`config.mk`:
```
export PLATFORM = sky130hd
export DESIGN_NAME = speck_round_engine
export DESIGN_NICKNAME = d
export VERILOG_FILES = /design/src/rtl/speck_pkg.sv /design/src/rtl/speck_round_comb.sv /design/src/rtl/speck_round_engine.sv
export SDC_FILE = /design/constraint.sdc
export NUM_CORES = 1
export LEC_CHECK = 0
export ABC_AREA = 0
export ABC_CLOCK_PERIOD_IN_PS = 15590
export CORE_MARGIN = 2
export CORE_UTILIZATION = 30
export CTS_CLUSTER_SIZE = 10
export DETAILED_ROUTE_END_ITERATION = 8
export SETUP_SLACK_MARGIN = 0.02
export SLEW_MARGIN = 20
export SYNTH_ARGS = -nofsm -noshare
export SYNTH_HDL_FRONTEND = slang
export SYNTH_SLANG_ARGS = --single-unit
export TNS_END_PERCENT = 20
```
`constraint.sdc`:
```
create_clock -name clk -period 15.59 [get_ports clk]
set_input_delay 3.8975 -clock clk [delete_from_list [all_inputs] [get_ports clk]]
set_output_delay 3.8975 -clock clk [all_outputs]
set_load 0.03 [all_outputs]
```
`src/rtl/speck_pkg.sv`:
```
// Shared definitions for the SPECK round engine: FSM state codes, mode
// constants and width-generic rotation helpers.
package speck_pkg;

  typedef enum logic [3:0] {
    IDLE  = 4'd0,
    ROUND = 4'd1,
    DONE  = 4'd2
  } state_t;

  localparam logic ENC = 1'b0;
  localparam logic DEC = 1'b1;

  // Rotate the low w bits of v right by amt (0 <= amt <= w <= 64).
  // Bits above w are cleared on input and output, so callers can zero-extend
  // a narrower word, rotate, and truncate the result back.
  function automatic logic [63:0] ror(input logic [63:0] v,
                                      input int unsigned amt,
                                      input int unsigned w);
    logic [63:0] mask;
    logic [63:0] vm;
    mask = (w >= 64) ? '1 : ((64'd1 << w) - 64'd1);
    vm   = v & mask;
    return ((vm >> amt) | (vm << (w - amt))) & mask;
  endfunction

  // Rotate the low w bits of v left by amt, expressed as the complementary
  // right rotation.
  function automatic logic [63:0] rol(input logic [63:0] v,
                                      input int unsigned amt,
                                      input int unsigned w);
    return ror(v, w - amt, w);
  endfunction

endpackage

```
`src/rtl/speck_round_comb.sv`:
```
// One SPECK round, encrypt or decrypt, purely combinational.
module speck_round_comb
  import speck_pkg::*;
#(
  parameter int unsigned WORD  = 64,
  parameter int unsigned ALPHA = 8,
  parameter int unsigned BETA  = 3
) (
  input  logic [WORD-1:0] x,
  input  logic [WORD-1:0] y,
  input  logic [WORD-1:0] k,
  input  logic            mode,
  output logic [WORD-1:0] x_next,
  output logic [WORD-1:0] y_next
);

  logic [WORD-1:0] tx;
  logic [WORD-1:0] ty;

  // Round function; arithmetic wraps modulo 2^WORD by operand width.
  always_comb begin
    tx = '0;
    ty = '0;
    if (mode == ENC) begin
      tx = (WORD'(ror(64'(x), ALPHA, WORD)) + y) ^ k;
      ty = WORD'(rol(64'(y), BETA, WORD)) ^ tx;
    end else begin
      ty = WORD'(ror(64'(x ^ y), BETA, WORD));
      tx = WORD'(rol(64'((x ^ k) - ty), ALPHA, WORD));
    end
    x_next = tx;
    y_next = ty;
  end

endmodule

```
`src/rtl/speck_round_engine.sv`:
```
// Iterative SPECK core: one round per clock, round keys fetched by index
// from an external key-schedule store with a valid handshake.
module speck_round_engine
  import speck_pkg::*;
#(
  parameter  int unsigned WORD   = 64,
  parameter  int unsigned ROUNDS = 32,
  parameter  int unsigned ALPHA  = 8,
  parameter  int unsigned BETA   = 3,
  localparam int unsigned KW     = (ROUNDS > 1) ? $clog2(ROUNDS) : 1
) (
  input  logic              clk,
  input  logic              rst,
  input  logic              signal_start,
  input  logic              mode,
  input  logic [2*WORD-1:0] plaintext,
  input  logic [WORD-1:0]   subkey,
  input  logic              subkey_valid,
  output logic [KW-1:0]     key_idx,
  output logic [2*WORD-1:0] ciphertext,
  output logic              busy,
  output logic              finished,
  output logic [3:0]        state_response
);

  localparam logic [KW-1:0] LAST_IDX = KW'(ROUNDS - 1);
  localparam logic [KW-1:0] ONE      = KW'(1);

  state_t          state;
  logic            mode_r;
  logic [KW-1:0]   rcnt;
  logic [WORD-1:0] x_r;
  logic [WORD-1:0] y_r;
  logic [WORD-1:0] x_n;
  logic [WORD-1:0] y_n;

  speck_round_comb #(
    .WORD  (WORD),
    .ALPHA (ALPHA),
    .BETA  (BETA)
  ) u_round (
    .x      (x_r),
    .y      (y_r),
    .k      (subkey),
    .mode   (mode_r),
    .x_next (x_n),
    .y_next (y_n)
  );

  assign ciphertext     = {x_r, y_r};
  assign busy           = (state == ROUND);
  assign state_response = state;

  // Job sequencer: latch block on start, step one round per valid key,
  // pulse finished while in DONE.
  always_ff @(posedge clk or posedge rst) begin
    if (rst) begin
      state    <= IDLE;
      mode_r   <= ENC;
      rcnt     <= '0;
      key_idx  <= '0;
      x_r      <= '0;
      y_r      <= '0;
      finished <= 1'b0;
    end else begin
      finished <= 1'b0;
      case (state)
        IDLE: begin
          if (signal_start) begin
            x_r     <= plaintext[2*WORD-1:WORD];
            y_r     <= plaintext[WORD-1:0];
            mode_r  <= mode;
            rcnt    <= '0;
            key_idx <= (mode == DEC) ? LAST_IDX : '0;
            state   <= ROUND;
          end
        end
        ROUND: begin
          if (subkey_valid) begin
            x_r     <= x_n;
            y_r     <= y_n;
            rcnt    <= rcnt + ONE;
            key_idx <= (mode_r == DEC) ? (key_idx - ONE) : (key_idx + ONE);
            if (rcnt == LAST_IDX) begin
              state    <= DONE;
              finished <= 1'b1;
            end
          end
        end
        DONE:    state <= IDLE;
        default: state <= IDLE;
      endcase
    end
  end

endmodule

```
* After elaboration in Yosys (flattened, before gate mapping) *
Index checks and enable logic that the tools add are counted.

word-level totals
  bits of input ports = 197
  output and inout port bits = 139
  logic and storage cells = 53
  register bits after elaboration = 144

cells by class
  multiplexer cells = 23
  add/sub/neg operators = 5
  equal/unequal tests = 5
  reductions and logical operators = 5
  bitwise gates (word level) = 8

operators with widths
  cell                                                   number
  2-to-1 mux 64 bit                                      6
  one-hot mux 64 bit (2 select lines)                    2
  XOR 64 bit                                             4
  adder 64 bit                                           1
  bitwise OR 3 x 64 -> 64 bit                            1
  bitwise OR 56 x 64 -> 64 bit                           1
  bitwise OR 61 x 64 -> 64 bit                           1
  bitwise OR 8 x 64 -> 64 bit                            1
  subtractor 64 bit                                      1
  2-to-1 mux 5 bit                                       6
  one-hot mux 5 bit (2 select lines)                     2
  2-to-1 mux 4 bit                                       3
  adder 5 x 1 -> 5 bit, second input constant            2
  one-hot mux 4 bit (2 select lines)                     1
  AND reduction 3 bit                                    2
  equality test 5 bit, second input constant             1
  subtractor 5 x 1 -> 5 bit, second input constant       1
  equality test 4 x 1 -> 1 bit, second input constant    1
  logical NOT 4 bit                                      1
  inequality test 2 bit, second input constant           2
  2-to-1 mux 1 bit                                       3
  inequality test 2 x 1 -> 1 bit, second input constant  1
  AND reduction 2 bit                                    1
  nonzero test 2 bit                                     1

* Longest topological paths before layout *
Gate-level depths: netlist (run 1).

  word-level depth = 7
  mapped depth = 14
  depth with buffers taken out = 14

* Cells and area by module *
Synthesis (run 1) repeated with hierarchy kept, for this count alone.

second synthesis, totals
  cells, all modules = 2,392
  area total of the unflattened synthesis = 17,946.0 sq um

by module, submodules not included
  module              seq. area each (sq um)  instances  area each (sq um)  cells an instance
  speck_round_comb    0.0                     1          11,328.4           1,607
  speck_round_engine  3,553.4                 1          6,617.6            785

* Worst setup path after synthesis (run 1) *
No wires, ideal clock.

  kind = input port to flip-flop
  start point = input subkey[0]
  end point = register x_r[2]
  stages on the path = 14
  arrival = 6,515 ps
  buffers on the path = 0
  setup slack = 9,010 ps
  setup time = 65 ps
  required time = 15,525 ps
  path through = xnor2_1 -> ha_1 -> inv_1 -> fa_1 -> a21o_1 -> a31oi_1 -> nor3_2 -> o21ai_1 -> a2111oi_4 -> o21ai_2 -> nand3_1 -> a211o_1 -> o221a_2 -> nand2_1

on the way
  longest elaborated chain between the ends = 6

RTL lines
  element                              RTL line                  RTL
  start, declared                      speck_round_engine.sv:17  input logic [WORD-1:0] subkey,
  XOR 64 bit                           speck_round_comb.sv:29    tx = WORD'(rol(64'((x ^ k) - ty), ALPHA, WORD));
  subtractor 64 bit                    speck_round_comb.sv:29
  bitwise OR 8 x 64 -> 64 bit          speck_pkg.sv:24           return ((vm >> amt) | (vm << (w - amt))) & mask;
  2-to-1 mux 64 bit                    speck_round_comb.sv:24    if (mode == ENC) begin
  2-to-1 mux 64 bit                    speck_round_engine.sv:79  if (subkey_valid) begin
  one-hot mux 64 bit (2 select lines)  speck_round_engine.sv:67  case (state)
  end signal, assigned                 speck_round_engine.sv:70  x_r <= plaintext[2*WORD-1:WORD];
  end signal, assigned                 speck_round_engine.sv:80  x_r <= x_n;
  end, declared                        speck_round_engine.sv:32  logic [WORD-1:0] x_r;

No other way between the ends. The select of a mux whose other input is x is not followed.
A chain may end at the register's enable or synchronous reset.

* Worst setup path after layout (run 1) *
  start point = input subkey[12]
  end point = register x_r[7]

The elaborated chain is that of the path after synthesis.

==> results of run 1 <==
-- worst paths after layout --
check,startpoint,end,slack [ps],cells after the start
worst max-delay path,subkey[12],x_r[7],8370,13
worst min-delay path,rcnt[0],rcnt[0],530,1
worst max register to register,y_r[0],x_r[46],11240,12
worst min register to register,rcnt[0],rcnt[0],530,1
max in group asynchronous,rst,x_r[52],10110,3
min in group asynchronous,rst,key_idx[3],3930,2
-- cells in the final DEF, fill, tap and decap left out, types with 21 or more instances in the layout --
| cell type | n |
|---|---|
| dfrtp_1 | 141 |
| a21o_1 | 80 |
| a222oi_1 | 24 |
| a31oi_1 | 21 |
| nor3_1 | 29 |
| a211oi_1 | 21 |
| a21oi_1 | 156 |
| xor2_1 | 150 |
| o21ai_1 | 29 |
| clkdlybuf4s50_1 | 333 |
| nand3_1 | 36 |
| a22oi_1 | 56 |
| ha_1 | 131 |
| xnor2_1 | 223 |
| inv_1 | 34 |
| nand2_1 | 173 |
| nand4_1 | 43 |
| o21bai_1 | 29 |
| a221oi_1 | 30 |
| nor2_1 | 156 |
| o21ai_0 | 159 |
-- area by class of cell --
class,instances,area [um2]
Fill cell,5683,33900
Multi-Input combinational cell,1797,12600
Sequential cell,142,3550
Timing Repair Buffer,345,3420
Tap cell,748,936
Clock buffer,22,474
Inverter,36,140
Clock inverter,10,113
-- routing by layer --
layer | up-vias | routed length [um] | global-route usage [%]
met3 | 147 | 5780 | 4.33
met1 | 8933 | 34100 | 36.4
met4 | 2 | 2550 | 9.96
met5 | - | 13 | 0
met2 | 916 | 35900 | 42.4
li1 | 8218 | - | -
-- state kept, by name, indices dropped and copies added, names as in the netlist --
| name | count |
|---|---|
| x_r | 64 |
| y_r | 64 |
| key_idx | 5 |
| rcnt | 5 |
| state_response | 2 |
| finished | 1 |
| mode_r | 1 |
-- cell families after synthesis --
| group | share of synthesized area (%) |
|---|---|
| buffers and inverters | 3.79 |
| xor gates and xnor gates | 19.5 |
| AOI/OAI and AO/OA | 29.7 |
| DFF | 21.2 |
| muxes | 0.925 |
| and+or+nand+nor | 14.8 |
| adders and majority gates | 10.1 |
| other | 0.0224 |
-- critical path: stages --
cell,delay (ps)
clkdlybuf4s50_1,530
xor2_1,220
ha_1,330
a211oi_1,340
o211a_1,210
o31ai_1,80
a21oi_1,420
a21oi_1,220
o211ai_1,270
a21oi_1,170
o21ai_1,330
mux2_1,350
or2_1,220
-- cells in the mapped netlist (11+ instances only) --
library cell | number | area share, %
a211oi_1 | 21 | 0.94
a21o_1 | 80 | 3.6
a21oi_1 | 156 | 4.7
a221o_1 | 20 | 1.2
a221oi_1 | 30 | 1.6
a222oi_1 | 24 | 1.4
a22oi_1 | 56 | 2.5
a31oi_1 | 21 | 0.78
and3_1 | 20 | 0.75
buf_2 | 20 | 0.60
clkbuf_1 | 84 | 1.9
dfrtp_1 | 142 | 21
ha_1 | 131 | 9.8
inv_1 | 35 | 0.78
mux2i_1 | 11 | 0.66
nand2_1 | 175 | 3.9
nand2b_1 | 12 | 0.45
nand3_1 | 36 | 1.1
nand4_1 | 43 | 1.6
nor2_1 | 159 | 3.6
nor3_1 | 29 | 0.87
o211ai_1 | 11 | 0.49
o21a_1 | 15 | 0.67
o21ai_0 | 159 | 4.7
o21ai_1 | 29 | 0.87
o21bai_1 | 29 | 1.3
o221ai_1 | 13 | 0.68
o31ai_1 | 11 | 0.49
xnor2_1 | 223 | 12
xor2_1 | 150 | 7.8
-- stage by stage --
| step | cells | hold slack, ps | setup WS [ps] | util (%) |
|---|---|---|---|---|
| after floorplan | 2093 | 473 | 7880 | - |
| after global placement | 3068 | 489 | 7960 | 37.4 |
| after detailed placement | 3068 | 514 | 7830 | 37.4 |
| after CTS | 3100 | 532 | 8360 | 38.5 |
| after global routing | 3100 | 569 | 8090 | 38.5 |
| final | 3100 | 529 | 8370 | 38.5 |
==> impl_metrics.env, run 1 <==
export IMPL_status="finished clean"
export IMPL_syn_cell_area_um2=16800
export IMPL_slew_headroom_pct=21.3
export IMPL_syn_avg_cell_area_um2=8.02
export IMPL_synth_seq_area_share_pct=21.2
export IMPL_synth_async_sr_flop_share_pct=100
export IMPL_start_util_pct=30.4
export IMPL_maxSlewViolCount=0
export IMPL_drt_iter0_markers=2366
export IMPL_drtAntennaViolNets=0
export IMPL_final_area_um2=21300
export IMPL_dieArea_um2=57800
export IMPL_tightest_slew_ps=1180
export IMPL_wirelength_um=78300
export IMPL_rsz0062_at_grt="false"
export IMPL_yosysUniqueCellTypes=92
export IMPL_worstPathMaxFanout=5
export IMPL_die_height_um=240
export IMPL_max_cap_violations=0
export IMPL_cts_sinks=142
export IMPL_fmax_mhz=139
export IMPL_gp_congestion=0.999
export IMPL_drt_wirelength_per_cell_um=25.3
export IMPL_skew_ps=18.6
export IMPL_cts_setup_buffers=0
export IMPL_drive_gt1_share_pct=3.66
export IMPL_critPathRequiredTime_ps=15980
export IMPL_synth_top_flop_cell="dfrtp_1"
export IMPL_finalNetCount=2670
export IMPL_cts_tree="built"
export IMPL_dr_pass1_iters=6
export IMPL_portBuffers=333
export IMPL_clkLatencyLatePin_ps=500
export IMPL_synth_edf_count=0
export IMPL_cts_max_level=4
export IMPL_min_path_type="reg2reg"
export IMPL_die_w_um=240
export IMPL_cp_end_kind="register"
export IMPL_coreArea_um2=55200
export IMPL_first_global_vias=17700
export IMPL_drc=0
export IMPL_tns_ps=0
export IMPL_critPathLaunchType="input pin"
export IMPL_ys_seq_elements=142
export IMPL_worstPathArrival_ps=7610
export IMPL_dpl_hpwl_um=61000
export IMPL_clk_path_buf_depth=2
export IMPL_layout_min_cycle_time_ps=7220
export IMPL_vias=18200
export IMPL_root_buffer="clkbuf_16"
export IMPL_ys_warn_count=0
export IMPL_place_area_um2=20700
export IMPL_n_antenna_cell=0
export IMPL_cts_buffers_inserted=17
export IMPL_grt_ovfl_total=0
export IMPL_syn_to_final_growth_pct=26.7
export IMPL_crit_type="in2reg"
export IMPL_cts_hold_buf=0
export IMPL_rows=86
export IMPL_antenna_found_initial=2
export IMPL_postSynthCellCount=2092
export IMPL_grt_max_degree=82
export IMPL_period_share_pct=46.3
export IMPL_cts_resized=0
export IMPL_path_clk_slew_ps=70
export IMPL_finalHoldViolCount=0
export IMPL_grt_pass1_wl_um=115000
export IMPL_finalSetupViolations=0
export IMPL_viasPerCell=5.88
export IMPL_boundaryPins=336
export IMPL_grtUsageTotal_pct=26.8
Power of run 1 is left out: the tool's default activity adds up to more than one toggle a clock period on the data nets, which glitch-free logic cannot reach.
==> run 2, diff against run 1 <==
--- a/config.mk
+++ b/config.mk
@@ -6,7 +6,7 @@
 export NUM_CORES = 1
 export LEC_CHECK = 0
 export ABC_AREA = 0
-export ABC_CLOCK_PERIOD_IN_PS = 15590
+export ABC_CLOCK_PERIOD_IN_PS = 6910
 export CORE_MARGIN = 2
 export CORE_UTILIZATION = 30
 export CTS_CLUSTER_SIZE = 10
==> constraint.sdc (replaced) <==
create_clock -name clk -period 6.91 [get_ports clk]
set_input_delay 1.7275 -clock clk [delete_from_list [all_inputs] [get_ports clk]]
set_output_delay 1.7275 -clock clk [all_outputs]
set_load 0.03 [all_outputs]
==> impl_metrics.env, run 2 (synthesis results as in run 1) <==
export IMPL_status="finished clean"
export IMPL_min_delay_start="rcnt[4]"
export IMPL_drt_iter0_markers=2152
export IMPL_layout_min_cycle_time_ps=5080
export IMPL_slew_headroom_pct=23.8
export IMPL_vias=18200
export IMPL_cts_tree="built"
export IMPL_slowest_stage="clkdlybuf4s50_1"
export IMPL_drive_gt1_share_pct=3.78
export IMPL_die_height_um=240
export IMPL_root_buffer="clkbuf_16"
export IMPL_cts_max_level=4
export IMPL_first_global_vias=17700
export IMPL_boundaryPins=336
export IMPL_timing_hold_ws_ps=516
export IMPL_drtAntennaViolNets=0
export IMPL_reg_top3="x_r: 64 flops, y_r: 64 flops"
export IMPL_viasPerCell=5.86
export IMPL_syn_to_final_growth_pct=27.5
export IMPL_tns_ps=0
export IMPL_drc=0
export IMPL_finalNetCount=2675
export IMPL_setup_ws_ps=1830
export IMPL_dp_slack_ps=1360
export IMPL_fillCellCount=5661
export IMPL_cts_setup_buffers=0
export IMPL_worstPathMaxFanout=3
export IMPL_maxSlewViolCount=0
export IMPL_final_cell_mix="clkdlybuf4s50_1, xnor2_1, nand2_1, o21ai_0"
export IMPL_rows=86
export IMPL_cp_end_kind="register"
export IMPL_critical_path_max_stage_delay_ps=510
export IMPL_wirelength_um=77600
export IMPL_rr_worst_depth=13
export IMPL_worstPathArrival_ps=5430
export IMPL_path_clk_slew_ps=60
export IMPL_critPathLaunchType="input pin"
export IMPL_dieArea_um2=57800
export IMPL_dr_pass1_iters=6
export IMPL_coreArea_um2=55200
export IMPL_crit_chain="clkdlybuf4s50_1, xnor2_1, ha_1, inv_1, fa_1, a21o_1, a31oi_1, nor3_2, o311ai_0, a31oi_1, or3_1, a21oi_1, xor2_1, o21ai_1"
export IMPL_clk_path_buf_depth=2
export IMPL_reg2reg_from="x_r[8]"
export IMPL_portBuffers=333
export IMPL_critPathRequiredTime_ps=7260
export IMPL_gp_congestion=1.01
export IMPL_cp_startpoint="subkey[0]"
export IMPL_period_share_pct=73.6
export IMPL_grt_pass1_wl_um=114000
export IMPL_finalSetupViolations=0
export IMPL_dpl_hpwl_um=61000
export IMPL_grt_ovfl_total=0
export IMPL_cts_sinks=142
export IMPL_fmax_mhz=197
export IMPL_min_path_type="reg2reg"
export IMPL_drt_wirelength_per_cell_um=25.0
export IMPL_regToRegSetupSlack_ps=2550
export IMPL_cts_buffers_inserted=17
export IMPL_worst_path_most_repeated_cell="a31oi_1"
export IMPL_die_w_um=240
export IMPL_clkLatencyLatePin_ps=500
export IMPL_layout_commonest_cell="clkdlybuf4s50_1"
export IMPL_cts_hold_buf=0
export IMPL_finalHoldViolCount=0
export IMPL_tightest_slew_ps=1140
export IMPL_rsz0062_at_grt="false"
export IMPL_crit_type="in2reg"
export IMPL_start_util_pct=30.4
export IMPL_cts_resized=0
export IMPL_skew_ps=16.4
export IMPL_antenna_found_initial=2
export IMPL_grt_max_degree=84
export IMPL_r2r_end="y_r[56]"
export IMPL_grtUsageTotal_pct=26.3
export IMPL_max_cap_violations=0
export IMPL_endpoint="x_r[48]"
-- run 2: worst max-delay path, delay by kind of cell --
family / cells / cell delay (ps)
XOR/XNOR: 2 / 530
buffers and inverters: 2 / 570
AO/OA/AOI/OAI: 6 / 1400
adder cells (fa/ha/maj): 2 / 670
AND/OR/NAND/NOR: 2 / 530
-- run 2: metal layers --
metal,GRT usage (%),vias to the layer above,wire length (um)
li1,-,8230,-
met1,35.3,8866,33600
met2,42.3,960,35400
met3,4.64,131,6220
met4,9.00,2,2470
met5,0,-,13
-- run 2: worst min path at each step --
stage	end	depth (start not counted)	slack, ps
final	rcnt[4]	1	520
after global routing	rcnt[4]	1	540
after CTS	rcnt[4]	1	510
after detailed placement	rcnt[4]	1	500
after global placement	rcnt[4]	1	490
after floorplan	rcnt[4]	1	470
-- run 2: cell type report --
class / count / area [um2] / share of cell area [%]
Sequential cell: 142 / 3550 / 16.6
Antenna cell: 1 / 2.50 / 0.0117
Tap cell: 748 / 936 / 4.38
Inverter: 36 / 140 / 0.656
Multi-Input combinational cell: 1797 / 12600 / 59.0
Timing Repair Buffer: 350 / 3460 / 16.2
Clock buffer: 22 / 464 / 2.17
Clock inverter: 10 / 209 / 0.977
-- run 2: through the flow --
step	cell area, um2	cells	util, %
floorplan	16800	2093	-
finish	21400	3106	38.7
CTS	21400	3105	38.7
global route	21400	3106	38.7
detailed placement	20700	3073	37.5
global placement	20700	3073	37.5
Power of run 2 is left out for the same reason.
